[config.mk]
export PLATFORM = sky130hd
export DESIGN_NAME = sram_arbiter_flat
export DESIGN_NICKNAME = d
export VERILOG_FILES = /design/src/rtl/sram_arbiter_if.sv /design/src/rtl/sram_arbiter.sv /design/src/flat_wrapper.sv
export SDC_FILE = /design/constraint.sdc
export NUM_CORES = 1
export LEC_CHECK = 0
export ABC_AREA = 1
export CORE_UTILIZATION = 34
export DETAILED_ROUTE_END_ITERATION = 10
export HOLD_SLACK_MARGIN = 0.02
export PLACE_DENSITY = 0.87
export SETUP_SLACK_MARGIN = 0.5
export SLEW_MARGIN = 20
export SYNTH_ARGS = -nofsm -noshare
export SYNTH_HDL_FRONTEND = slang
export SYNTH_SLANG_ARGS = --single-unit
export TNS_END_PERCENT = 50
[constraint.sdc]
create_clock -name clock -period 4.6 [get_ports clock]
set_input_delay 0.46 -clock clock [delete_from_list [all_inputs] [get_ports clock]]
set_output_delay 0.46 -clock clock [all_outputs]
set_load 0.02 [all_outputs]
[src/rtl/sram_arbiter_if.sv]
// Requester-side bundle of the SRAM arbiter: the C64 host cycle and the DMA slot handshake.
interface sram_arbiter_if #(
    parameter int ADDR_WIDTH = 21
);
    logic                  host_req;
    logic                  host_we;
    logic [ADDR_WIDTH-1:0] host_addr;
    logic [7:0]            host_wdata;
    logic [7:0]            host_rdata;
    logic                  dma_req;
    logic                  dma_we;
    logic [ADDR_WIDTH-1:0] dma_addr;
    logic [7:0]            dma_wdata;
    logic [7:0]            dma_rdata;
    logic                  dma_done;
    logic                  dma_abort;

    modport master (
        output host_req, host_we, host_addr, host_wdata,
        output dma_req, dma_we, dma_addr, dma_wdata,
        input  host_rdata, dma_rdata, dma_done, dma_abort
    );

    modport slave (
        input  host_req, host_we, host_addr, host_wdata,
        input  dma_req, dma_we, dma_addr, dma_wdata,
        output host_rdata, dma_rdata, dma_done, dma_abort
    );
endinterface

[src/rtl/sram_arbiter.sv]
// Shares the external 16-bit SRAM between the C64 host cycle (absolute priority)
// and one DMA requester that only uses idle gaps and is aborted when the host arrives.
module sram_arbiter #(
    parameter int ADDR_WIDTH = 21,
    parameter int WE_DELAY   = 2,
    parameter int DMA_CYCLES = 3
) (
    input  logic                  clock,
    input  logic                  _reset,
    sram_arbiter_if.slave         req,
    output logic [ADDR_WIDTH-2:0] baddress,
    input  logic [15:0]           bdata_in,
    output logic [15:0]           bdata_out,
    output logic                  bdata_oe,
    output logic                  _ce_ram,
    output logic                  _we_mem,
    output logic                  _lb,
    output logic                  _ub
);

    typedef enum logic [1:0] {
        IDLE,
        HOST,
        DMA,
        RECOVER
    } state_t;

    localparam logic [3:0] CTR_MAX     = 4'd15;
    localparam logic [3:0] WE_START    = 4'(WE_DELAY);
    localparam logic [3:0] DMA_LAST    = 4'(DMA_CYCLES - 1);
    localparam logic [3:0] DMA_WE_LAST = 4'(DMA_CYCLES - 2);

    state_t     state;
    logic [3:0] ctr;
    logic       dma_done_q;
    logic       dma_abort_q;
    logic [7:0] dma_rdata_q;
    logic [7:0] host_rdata_c;
    logic [7:0] dma_lane;

    assign dma_lane = req.dma_addr[0] ? bdata_in[15:8] : bdata_in[7:0];

    // Arbitration FSM: ctr restarts on every state entry, so the default
    // saturating increment is overridden wherever a transition happens.
    always_ff @(posedge clock or negedge _reset) begin
        if (!_reset) begin
            state       <= IDLE;
            ctr         <= 4'd0;
            dma_done_q  <= 1'b0;
            dma_abort_q <= 1'b0;
            dma_rdata_q <= 8'd0;
        end else begin
            dma_done_q  <= 1'b0;
            dma_abort_q <= 1'b0;
            if (ctr != CTR_MAX) begin
                ctr <= ctr + 4'd1;
            end
            case (state)
                IDLE: begin
                    if (req.host_req) begin
                        state <= HOST;
                        ctr   <= 4'd0;
                    end else if (req.dma_req) begin
                        state <= DMA;
                        ctr   <= 4'd0;
                    end
                end
                HOST: begin
                    if (!req.host_req) begin
                        state <= RECOVER;
                        ctr   <= 4'd0;
                    end
                end
                DMA: begin
                    // The host always wins, even against the slot's final clock.
                    if (req.host_req) begin
                        state       <= HOST;
                        ctr         <= 4'd0;
                        dma_abort_q <= 1'b1;
                    end else if (ctr == DMA_LAST) begin
                        state      <= RECOVER;
                        ctr        <= 4'd0;
                        dma_done_q <= 1'b1;
                        if (!req.dma_we) begin
                            dma_rdata_q <= dma_lane;
                        end
                    end
                end
                RECOVER: begin
                    state <= req.host_req ? HOST : IDLE;
                    ctr   <= 4'd0;
                end
                default: begin
                    state <= IDLE;
                    ctr   <= 4'd0;
                end
            endcase
        end
    end

    // SRAM pin decode from the current owner; the DMA write strobe is
    // withdrawn immediately when the host shows up mid-slot.
    always_comb begin
        baddress     = '0;
        bdata_out    = 16'd0;
        _ce_ram      = 1'b1;
        _we_mem      = 1'b1;
        _lb          = 1'b1;
        _ub          = 1'b1;
        host_rdata_c = 8'd0;
        case (state)
            HOST: begin
                baddress     = req.host_addr[ADDR_WIDTH-1:1];
                bdata_out    = {req.host_wdata, req.host_wdata};
                _ce_ram      = 1'b0;
                _we_mem      = !(req.host_we && (ctr >= WE_START));
                _lb          = req.host_addr[0];
                _ub          = !req.host_addr[0];
                host_rdata_c = req.host_addr[0] ? bdata_in[15:8] : bdata_in[7:0];
            end
            DMA: begin
                baddress  = req.dma_addr[ADDR_WIDTH-1:1];
                bdata_out = {req.dma_wdata, req.dma_wdata};
                _ce_ram   = 1'b0;
                _we_mem   = !(req.dma_we && !req.host_req &&
                              (ctr >= 4'd1) && (ctr <= DMA_WE_LAST));
                _lb       = req.dma_addr[0];
                _ub       = !req.dma_addr[0];
            end
            default: begin
                baddress = '0;
            end
        endcase
    end

    assign bdata_oe       = ~_we_mem;
    assign req.host_rdata = host_rdata_c;
    assign req.dma_rdata  = dma_rdata_q;
    assign req.dma_done   = dma_done_q;
    assign req.dma_abort  = dma_abort_q;

endmodule

[src/flat_wrapper.sv]
// flat-port wrapper written by rule: the top's interface ports become plain ports
module sram_arbiter_flat 
#(
    parameter int ADDR_WIDTH = 21,
    parameter int WE_DELAY   = 2,
    parameter int DMA_CYCLES = 3
)
  (clock, _reset, baddress, bdata_in, bdata_out, bdata_oe, _ce_ram, _we_mem, _lb, _ub, req_host_req, req_host_we, req_host_addr, req_host_wdata, req_dma_req, req_dma_we, req_dma_addr, req_dma_wdata, req_host_rdata, req_dma_rdata, req_dma_done, req_dma_abort);
  sram_arbiter_if #(.ADDR_WIDTH(ADDR_WIDTH)) req_i ();
  input  logic clock;
  input  logic _reset;
  output logic [ADDR_WIDTH-2:0] baddress;
  input  logic [15:0] bdata_in;
  output logic [15:0] bdata_out;
  output logic bdata_oe;
  output logic _ce_ram;
  output logic _we_mem;
  output logic _lb;
  output logic _ub;
  input wire logic [$bits(req_i.host_req)-1:0] req_host_req;
  input wire logic [$bits(req_i.host_we)-1:0] req_host_we;
  input wire logic [$bits(req_i.host_addr)-1:0] req_host_addr;
  input wire logic [$bits(req_i.host_wdata)-1:0] req_host_wdata;
  input wire logic [$bits(req_i.dma_req)-1:0] req_dma_req;
  input wire logic [$bits(req_i.dma_we)-1:0] req_dma_we;
  input wire logic [$bits(req_i.dma_addr)-1:0] req_dma_addr;
  input wire logic [$bits(req_i.dma_wdata)-1:0] req_dma_wdata;
  output wire logic [$bits(req_i.host_rdata)-1:0] req_host_rdata;
  output wire logic [$bits(req_i.dma_rdata)-1:0] req_dma_rdata;
  output wire logic [$bits(req_i.dma_done)-1:0] req_dma_done;
  output wire logic [$bits(req_i.dma_abort)-1:0] req_dma_abort;
  assign req_i.host_req = req_host_req;
  assign req_i.host_we = req_host_we;
  assign req_i.host_addr = req_host_addr;
  assign req_i.host_wdata = req_host_wdata;
  assign req_i.dma_req = req_dma_req;
  assign req_i.dma_we = req_dma_we;
  assign req_i.dma_addr = req_dma_addr;
  assign req_i.dma_wdata = req_dma_wdata;
  assign req_host_rdata = req_i.host_rdata;
  assign req_dma_rdata = req_i.dma_rdata;
  assign req_dma_done = req_i.dma_done;
  assign req_dma_abort = req_i.dma_abort;
  sram_arbiter #(.ADDR_WIDTH(ADDR_WIDTH), .WE_DELAY(WE_DELAY), .DMA_CYCLES(DMA_CYCLES)) u_core (.clock(clock), ._reset(_reset), .req(req_i), .baddress(baddress), .bdata_in(bdata_in), .bdata_out(bdata_out), .bdata_oe(bdata_oe), ._ce_ram(_ce_ram), ._we_mem(_we_mem), ._lb(_lb), ._ub(_ub));
endmodule
==> results of run 1 <==
==> cells in the final DEF, fill, tap and decap left out <==
cell | synthesis | routed
clkdlybuf4s50_1 | 0 | 138
nand2_1 | 94 | 94
a21oi_1 | 30 | 30
o21ai_0 | 22 | 22
inv_1 | 20 | 20
dfrtp_1 | 16 | 16
nand3_1 | 15 | 15
nor2_1 | 9 | 9
o21ai_2 | 8 | 8
ha_1 | 9 | 8
clkbuf_8 | 0 | 4
nand4_1 | 2 | 2
inv_2 | 1 | 1
o211ai_1 | 1 | 1
nor2_2 | 1 | 1
xor2_1 | 1 | 1
nor3_1 | 1 | 1
nor3_2 | 1 | 1
nand3_2 | 1 | 1
ha_2 | 0 | 1
buf_4 | 8 | 1
==> registers in the layout (all words and copies together), names as in the netlist <==
name / flops
u_core.ctr: 4
u_core.req.dma_abort: 1
u_core.req.dma_done: 1
u_core.req.dma_rdata: 8
u_core.state: 2
==> critical path, delay by kind of cell (launching register included) <==
kind,cells,cell delay [ns]
fa+ha+maj,1,0.49
compound gates,1,0.24
flops,1,0.42
simple gates,1,0.09
buf+inv,3,1.20
==> per-stage QoR <==
stage / hold slack, ns / instances
floorplan: 0.1644 / 255
global placement: 0.4714 / 423
detailed placement: 0.4837 / 423
CTS: 0.4957 / 427
global route: 0.5246 / 427
finish: 0.4984 / 427
==> kinds of logic after synthesis <==
group / count (synthesis) / share of synthesized area
flops: 16 / 0.2550
buf+inv: 44 / 0.1307
fa+ha+maj: 9 / 0.07171
xor+xnor: 1 / 0.005579
compound gates: 61 / 0.2151
simple gates: 124 / 0.3219
==> synthesized netlist by cell type (all sizes together) <==
cell     n
dfrtp   16
buf     11
ha       9
xor2     1
o21ai   30
o211ai   1
nand2   94
inv     21
clkbuf  12
nor2    10
nand3   16
a21oi   30
nand4    2
nor3     2
==> cell type report <==
type,count,area [µm²],share of cell area
clock buffers,4,55.05,0.01863
well taps,52,65.06,0.02202
inverters,21,78.83,0.02667
flip-flops and latches,16,400.4,0.1355
multi-input cells,195,967.2,0.3273
repair buffers,139,1389,0.4699
==> path summary, 6_finish.rpt <==
kind	from	to	slack, ns	cells after the start
max	u_core.state[1]	bdata_out[2]	1.43	6
min in group asynchronous	_reset	u_core.ctr[2]	0.63	1
max reg2reg	u_core.state[0]	u_core.req.dma_rdata[4]	2.42	7
min	u_core.req.dma_rdata[7]	u_core.req.dma_rdata[7]	0.50	2
min reg2reg	u_core.req.dma_rdata[7]	u_core.req.dma_rdata[7]	0.50	2
max in group asynchronous	_reset	u_core.req.dma_rdata[2]	3.52	1
==> power groups by stage <==
stage / combinational (mW) / sequential [mW] / clock [mW]
2_1_floorplan: 0.783 / 0.260 / 0
3_3_place_gp: 1.39 / 0.228 / 0
3_5_place_dp: 1.41 / 0.232 / 0
4_1_cts: 1.42 / 0.230 / 0.130
5_1_grt: 1.52 / 0.237 / 0.136
6_report: 1.41 / 0.231 / 0.128
==> per-layer routing <==
metal | wire length (µm) | track usage | vias to the layer above
li1 | - | - | 1048
met5 | 0 | 0 | -
met1 | 2367 | 0.2873 | 919
met2 | 2852 | 0.3932 | 91
met3 | 398 | 0.04185 | 12
met4 | 121 | 0.07333 | 0
==> flow_metrics.env, run 1 <==
export IMPL_postSynthNetCount=344
export IMPL_timing_critical_path_from_type="register"
export IMPL_grt_setup_unrepaired="false"
export IMPL_worstPathRequired_ns=4.14
export IMPL_design_portCount=139
export IMPL_finalMaxSlewViolations=0
export IMPL_fp_coreArea_mm2=0.004384
export IMPL_cts_made_buffers=3
export IMPL_finalCritPeriodShare=0.6890
export IMPL_synthesis_instances=255
export IMPL_drt_drc_violations_left=0
export IMPL_clk_latency_ns=0.26
export IMPL_synth_largest_type_area_fraction=0.2550
export IMPL_min_delay_path_class="register to register"
export IMPL_netlist_area_mm2=0.001570
export IMPL_detail_route_wirelength_mm=5.740
export IMPL_clock_tree_sinks=16
export IMPL_postCtsResizedCells=0
export IMPL_die_ar_mm2=0.004894
export IMPL_relSlewSlack=0.3587
export IMPL_total_leakage_power_nw=1.224
export IMPL_worstPathCellList="inv_1 > ha_1 > buf_4 > nand2_1 > a21oi_1 > clkdlybuf4s50_1"
export IMPL_placedInstanceArea_mm2=0.002898
export IMPL_dr_first_iter_drc_count=66
export IMPL_synth_ff_latch_count=16
export IMPL_cts_root_buffer="clkbuf_8"
export IMPL_hold_violations=0
export IMPL_post_cts_setup_buffer_count=0
export IMPL_critPathKind="register to output port"
export IMPL_gr_total_overflow=0
export IMPL_switching_share=0.5098
export IMPL_endpoint_kind="output port"
export IMPL_antenna_left=0
export IMPL_clock_power_share=0.072
export IMPL_grt_use_total=0.2284
export IMPL_initial_core_util=0.3582
export IMPL_maxCapViolCount=0
export IMPL_routed_via_count=2070
export IMPL_power_net_switching_mw=0.9031
export IMPL_synth_seq_area_share=0.2550
export IMPL_detailedRoute_firstPassIterationCount=4
export IMPL_yosys_area_top_type="dfrtp_1"
export IMPL_tritoncts="built"
export IMPL_insertedDiodeCount=0
export IMPL_post_route_cells_drive_above_1_share=0.04800
export IMPL_flow_area_growth_from_synthesis_pct=88.21
export IMPL_final_setup_viol_count=0
export IMPL_number_of_antenna_violations_at_the_first_check_in_global_routing=0
export IMPL_critPathMaxFanout=27
export IMPL_worst_pin_slew_ns=0.9609
export IMPL_power_sequential_fraction=0.130
export IMPL_cp_slowest_cell="clkdlybuf4s50_1"
export IMPL_setup_total_negative_slack_ns=0
export IMPL_synth_warning_count=0
export IMPL_rows=24
export IMPL_worst_ir_drop_vdd_v=0.0004356
export IMPL_place_hpwl_mm=4.553
export IMPL_postLayoutCellArea_mm2=0.002955
export IMPL_routed_via_density=4.848
export IMPL_first_global_vias=1981
export IMPL_powerDensity_mw_per_mm2=599.4
export IMPL_total_power_mw=1.771
export IMPL_max_stage_delay_ns=0.69
export IMPL_synth_cell_type_count=21
export IMPL_die_height_um=69.96
export IMPL_die_width_um=69.96
export IMPL_finalWorstSetupSlack_ns=1.431
export IMPL_max_clock_freq_mhz=315.5
export IMPL_timing_clock_skew_ns=0.001354
export IMPL_period_needed_ns=3.169
export IMPL_grt_first_pass_wirelength_mm=9.101
export IMPL_power_frac_comb=0.798
export IMPL_outcome="finished clean"
export IMPL_post_synth_main_area_contributors="dfrtp_1 25%, nand2_1 22%, a21oi_1 9.6%"
export IMPL_synth_avg_cell_area_um2=6.158
export IMPL_cts_reportedPaths_clkPinSlew_ns=0.06
export IMPL_cts_hold_buffers=0
export IMPL_final_nets=465
export IMPL_clock_path_buffers=2
export IMPL_cp_data_arrival_time_ns=2.71
export IMPL_port_buffers=138
export IMPL_final_fill_count=353
export IMPL_grt_start_max_net_pins=33
export IMPL_gp_congestion=0.7753
export IMPL_preCtsSetupSlack_ns=1.620
export IMPL_final_core_utilization=0.6741
export IMPL_drt_wirelength_per_cell_um=13.44
export IMPL_p_int_mw=0.8682
export IMPL_number_of_h_tree_branching_levels=1
Note: power is estimated with default switching activity, not from simulation.
==> inputs of run 2 (changes only) <==
--- a/config.mk
+++ b/config.mk
@@ -6,10 +6,10 @@
 export NUM_CORES = 1
 export LEC_CHECK = 0
 export ABC_AREA = 1
-export CORE_UTILIZATION = 34
+export CORE_UTILIZATION = 29
 export DETAILED_ROUTE_END_ITERATION = 10
 export HOLD_SLACK_MARGIN = 0.02
-export PLACE_DENSITY = 0.87
+export PLACE_DENSITY = 0.78
 export SETUP_SLACK_MARGIN = 0.5
 export SLEW_MARGIN = 20
 export SYNTH_ARGS = -nofsm -noshare
==> constraint.sdc (replaced) <==
create_clock -name clock -period 2.9 [get_ports clock]
set_input_delay 0.29 -clock clock [delete_from_list [all_inputs] [get_ports clock]]
set_output_delay 0.29 -clock clock [all_outputs]
set_load 0.02 [all_outputs]
==> flow_metrics.env, run 2 (synthesis gave the netlist of run 1 again) <==
export IMPL_grt_first_pass_wirelength_mm=8.169
export IMPL_tritoncts="built"
export IMPL_finalMaxSlewViolations=0
export IMPL_cts_root_buffer="clkbuf_8"
export IMPL_cts_hold_buffers=0
export IMPL_first_global_vias=1935
export IMPL_cts_made_buffers=3
export IMPL_maxCapViolCount=0
export IMPL_gp_congestion=0.8427
export IMPL_number_of_h_tree_branching_levels=1
export IMPL_period_needed_ns=2.415
export IMPL_hold_violations=0
export IMPL_setup_total_negative_slack_ns=0
export IMPL_timing_critical_path_from_type="register"
export IMPL_outcome="finished clean"
export IMPL_largest_reg_flops=8
export IMPL_post_route_cells_drive_above_1_share=0.05805
export IMPL_worst_ir_drop_vdd_v=0.0004925
export IMPL_finalCritPeriodShare=0.8327
export IMPL_cp_data_arrival_time_ns=2.12
export IMPL_initial_core_util=0.3036
export IMPL_r2r_worst_path_cells=8
export IMPL_regToRegEndpoint="u_core.req.dma_rdata[1]"
export IMPL_number_of_antenna_violations_at_the_first_check_in_global_routing=0
export IMPL_final_setup_viol_count=0
export IMPL_critical_path_endpoint="baddress[5]"
export IMPL_drt_drc_violations_left=0
export IMPL_worstPathRequired_ns=2.61
export IMPL_insertedDiodeCount=0
export IMPL_clk_latency_ns=0.24
export IMPL_powerDensity_mw_per_mm2=895.9
export IMPL_endpoint_kind="output port"
export IMPL_cts_reportedPaths_clkPinSlew_ns=0.06
export IMPL_routed_via_count=2055
export IMPL_rrSetupSlack_ns=0.94
export IMPL_max_clock_freq_mhz=414.1
export IMPL_grt_start_max_net_pins=32
export IMPL_grt_setup_unrepaired="true"
export IMPL_clock_path_buffers=2
export IMPL_die_width_um=75.59
export IMPL_grt_use_total=0.1819
export IMPL_final_nets=469
export IMPL_worst_pin_slew_ns=0.6880
export IMPL_critical_path_startpoint="u_core.state[0]"
export IMPL_die_ar_mm2=0.005713
export IMPL_gr_total_overflow=0
export IMPL_finalWorstSetupSlack_ns=0.4851
export IMPL_routed_via_density=4.577
export IMPL_die_height_um=75.59
export IMPL_detailedRoute_firstPassIterationCount=4
export IMPL_fp_coreArea_mm2=0.005172
export IMPL_port_buffers=138
export IMPL_post_cts_setup_buffer_count=0
export IMPL_critPathMaxFanout=16
export IMPL_r2r_start="u_core.state[0]"
export IMPL_most_common_layout_cells="101 x clkdlybuf4s50_1, 93 x nand2_1, 30 x a21oi_1"
export IMPL_preCtsSetupSlack_ns=0.5068
export IMPL_antenna_left=0
export IMPL_place_hpwl_mm=4.399
export IMPL_drt_wirelength_per_cell_um=12.05
export IMPL_min_delay_path_class="input port to async pin"
export IMPL_critPathKind="register to output port"
export IMPL_rows=26
export IMPL_clock_tree_sinks=16
export IMPL_flow_area_growth_from_synthesis_pct=92.43
export IMPL_most_frequent_standard_cell_in_the_layout_excluding_fill_and_tap_cells="clkdlybuf4s50_1"
export IMPL_design_portCount=139
export IMPL_timing_clock_skew_ns=0.003706
export IMPL_relSlewSlack=0.5399
export IMPL_total_leakage_power_nw=1.544
export IMPL_total_power_mw=2.707
export IMPL_dr_first_iter_drc_count=95
export IMPL_detail_route_wirelength_mm=5.411
[run 2: cell types whose count changed in the layout (fill, tap and decap cells not counted)]
cell and delta:
buf_4 +2, buf_6 +1, buf_8 +1, clkdlybuf4s50_1 -37
dlygate4sd2_1 +24, dlymetal6s2s_1 +13, ha_1 +1, ha_2 -1
nand2_1 -1, nand2_2 +1
[run 2: routing by layer]
metal / global-route usage / wire, µm / vias up / part of all wire
met3: 0.03571 / 323 / 6 / 0.060
met5: 0 / 0 / - / 0
met1: 0.2180 / 2294 / 917 / 0.42
li1: - / - / 1056 / -
met2: 0.3363 / 2731 / 76 / 0.50
met4: 0.03704 / 61 / 0 / 0.011
[run 2: worst max-delay path, cell delays in order (launching register included)]
cell and delay [ns]:
dfrtp_1 0.41, inv_1 0.12, ha_1 0.34, inv_1 0.06
buf_4 0.19, a21oi_1 0.14, clkdlybuf4s50_1 0.63
[run 2: area by class of cell]
type / instances / area [µm²]
Fill cell: 491 / 2151
Timing Repair Buffer: 143 / 1433
Multi-Input combinational cell: 195 / 967.2
Sequential cell: 16 / 400.4
Tap cell: 70 / 87.58
Inverter: 21 / 78.83
Clock buffer: 4 / 55.05
[run 2: report_power, final]
| part | total [mW] | internal [mW] | switching (mW) |
|---|---|---|---|
| combinational | 2.16 | 0.891 | 1.26 |
| clock | 0.191 | 0.120 | 0.0707 |
| sequential | 0.361 | 0.300 | 0.0606 |
[run 2: how the worst min path moves through the flow]
| stage | start | endpoint | slack (ns) | cells past startpoint |
|---|---|---|---|---|
| 2_1_floorplan | _reset | u_core.ctr[0] | -0.006 | 0 |
| 3_3_place_gp | u_core.req.dma_rdata[7] | u_core.req.dma_rdata[7] | 0.47 | 2 |
| 3_5_place_dp | u_core.req.dma_rdata[7] | u_core.req.dma_rdata[7] | 0.47 | 2 |
| 4_1_cts | u_core.req.dma_rdata[7] | u_core.req.dma_rdata[7] | 0.48 | 2 |
| 5_1_grt | u_core.req.dma_rdata[6] | u_core.req.dma_rdata[6] | 0.51 | 2 |
| 6_report | _reset | u_core.req.dma_rdata[2] | 0.46 | 1 |
[run 2: what timing repair did]
| item | 4_1_cts | 5_1_grt |
|---|---|---|
| setup endpoints to repair | 48 | 26 |
| resized for setup | 27 | 14 |
| gates cloned | 0 | 0 |
| hold endpoints to repair | 0 | 0 |
[run 2: stage by stage]
| stage | utilization | hold WS [ns] | std cells | cell area [µm²] |
|---|---|---|---|---|
| 3_5_place_dp | 0.5704 | 0.4699 | 445 | 2950 |
| 2_1_floorplan | - | -0.005591 | 255 | 1570 |
| 6_report | 0.5842 | 0.4608 | 449 | 3022 |
| 4_1_cts | 0.5772 | 0.4839 | 449 | 2985 |
| 5_1_grt | 0.5842 | 0.5140 | 449 | 3022 |
| 3_3_place_gp | 0.5704 | 0.4667 | 445 | 2950 |
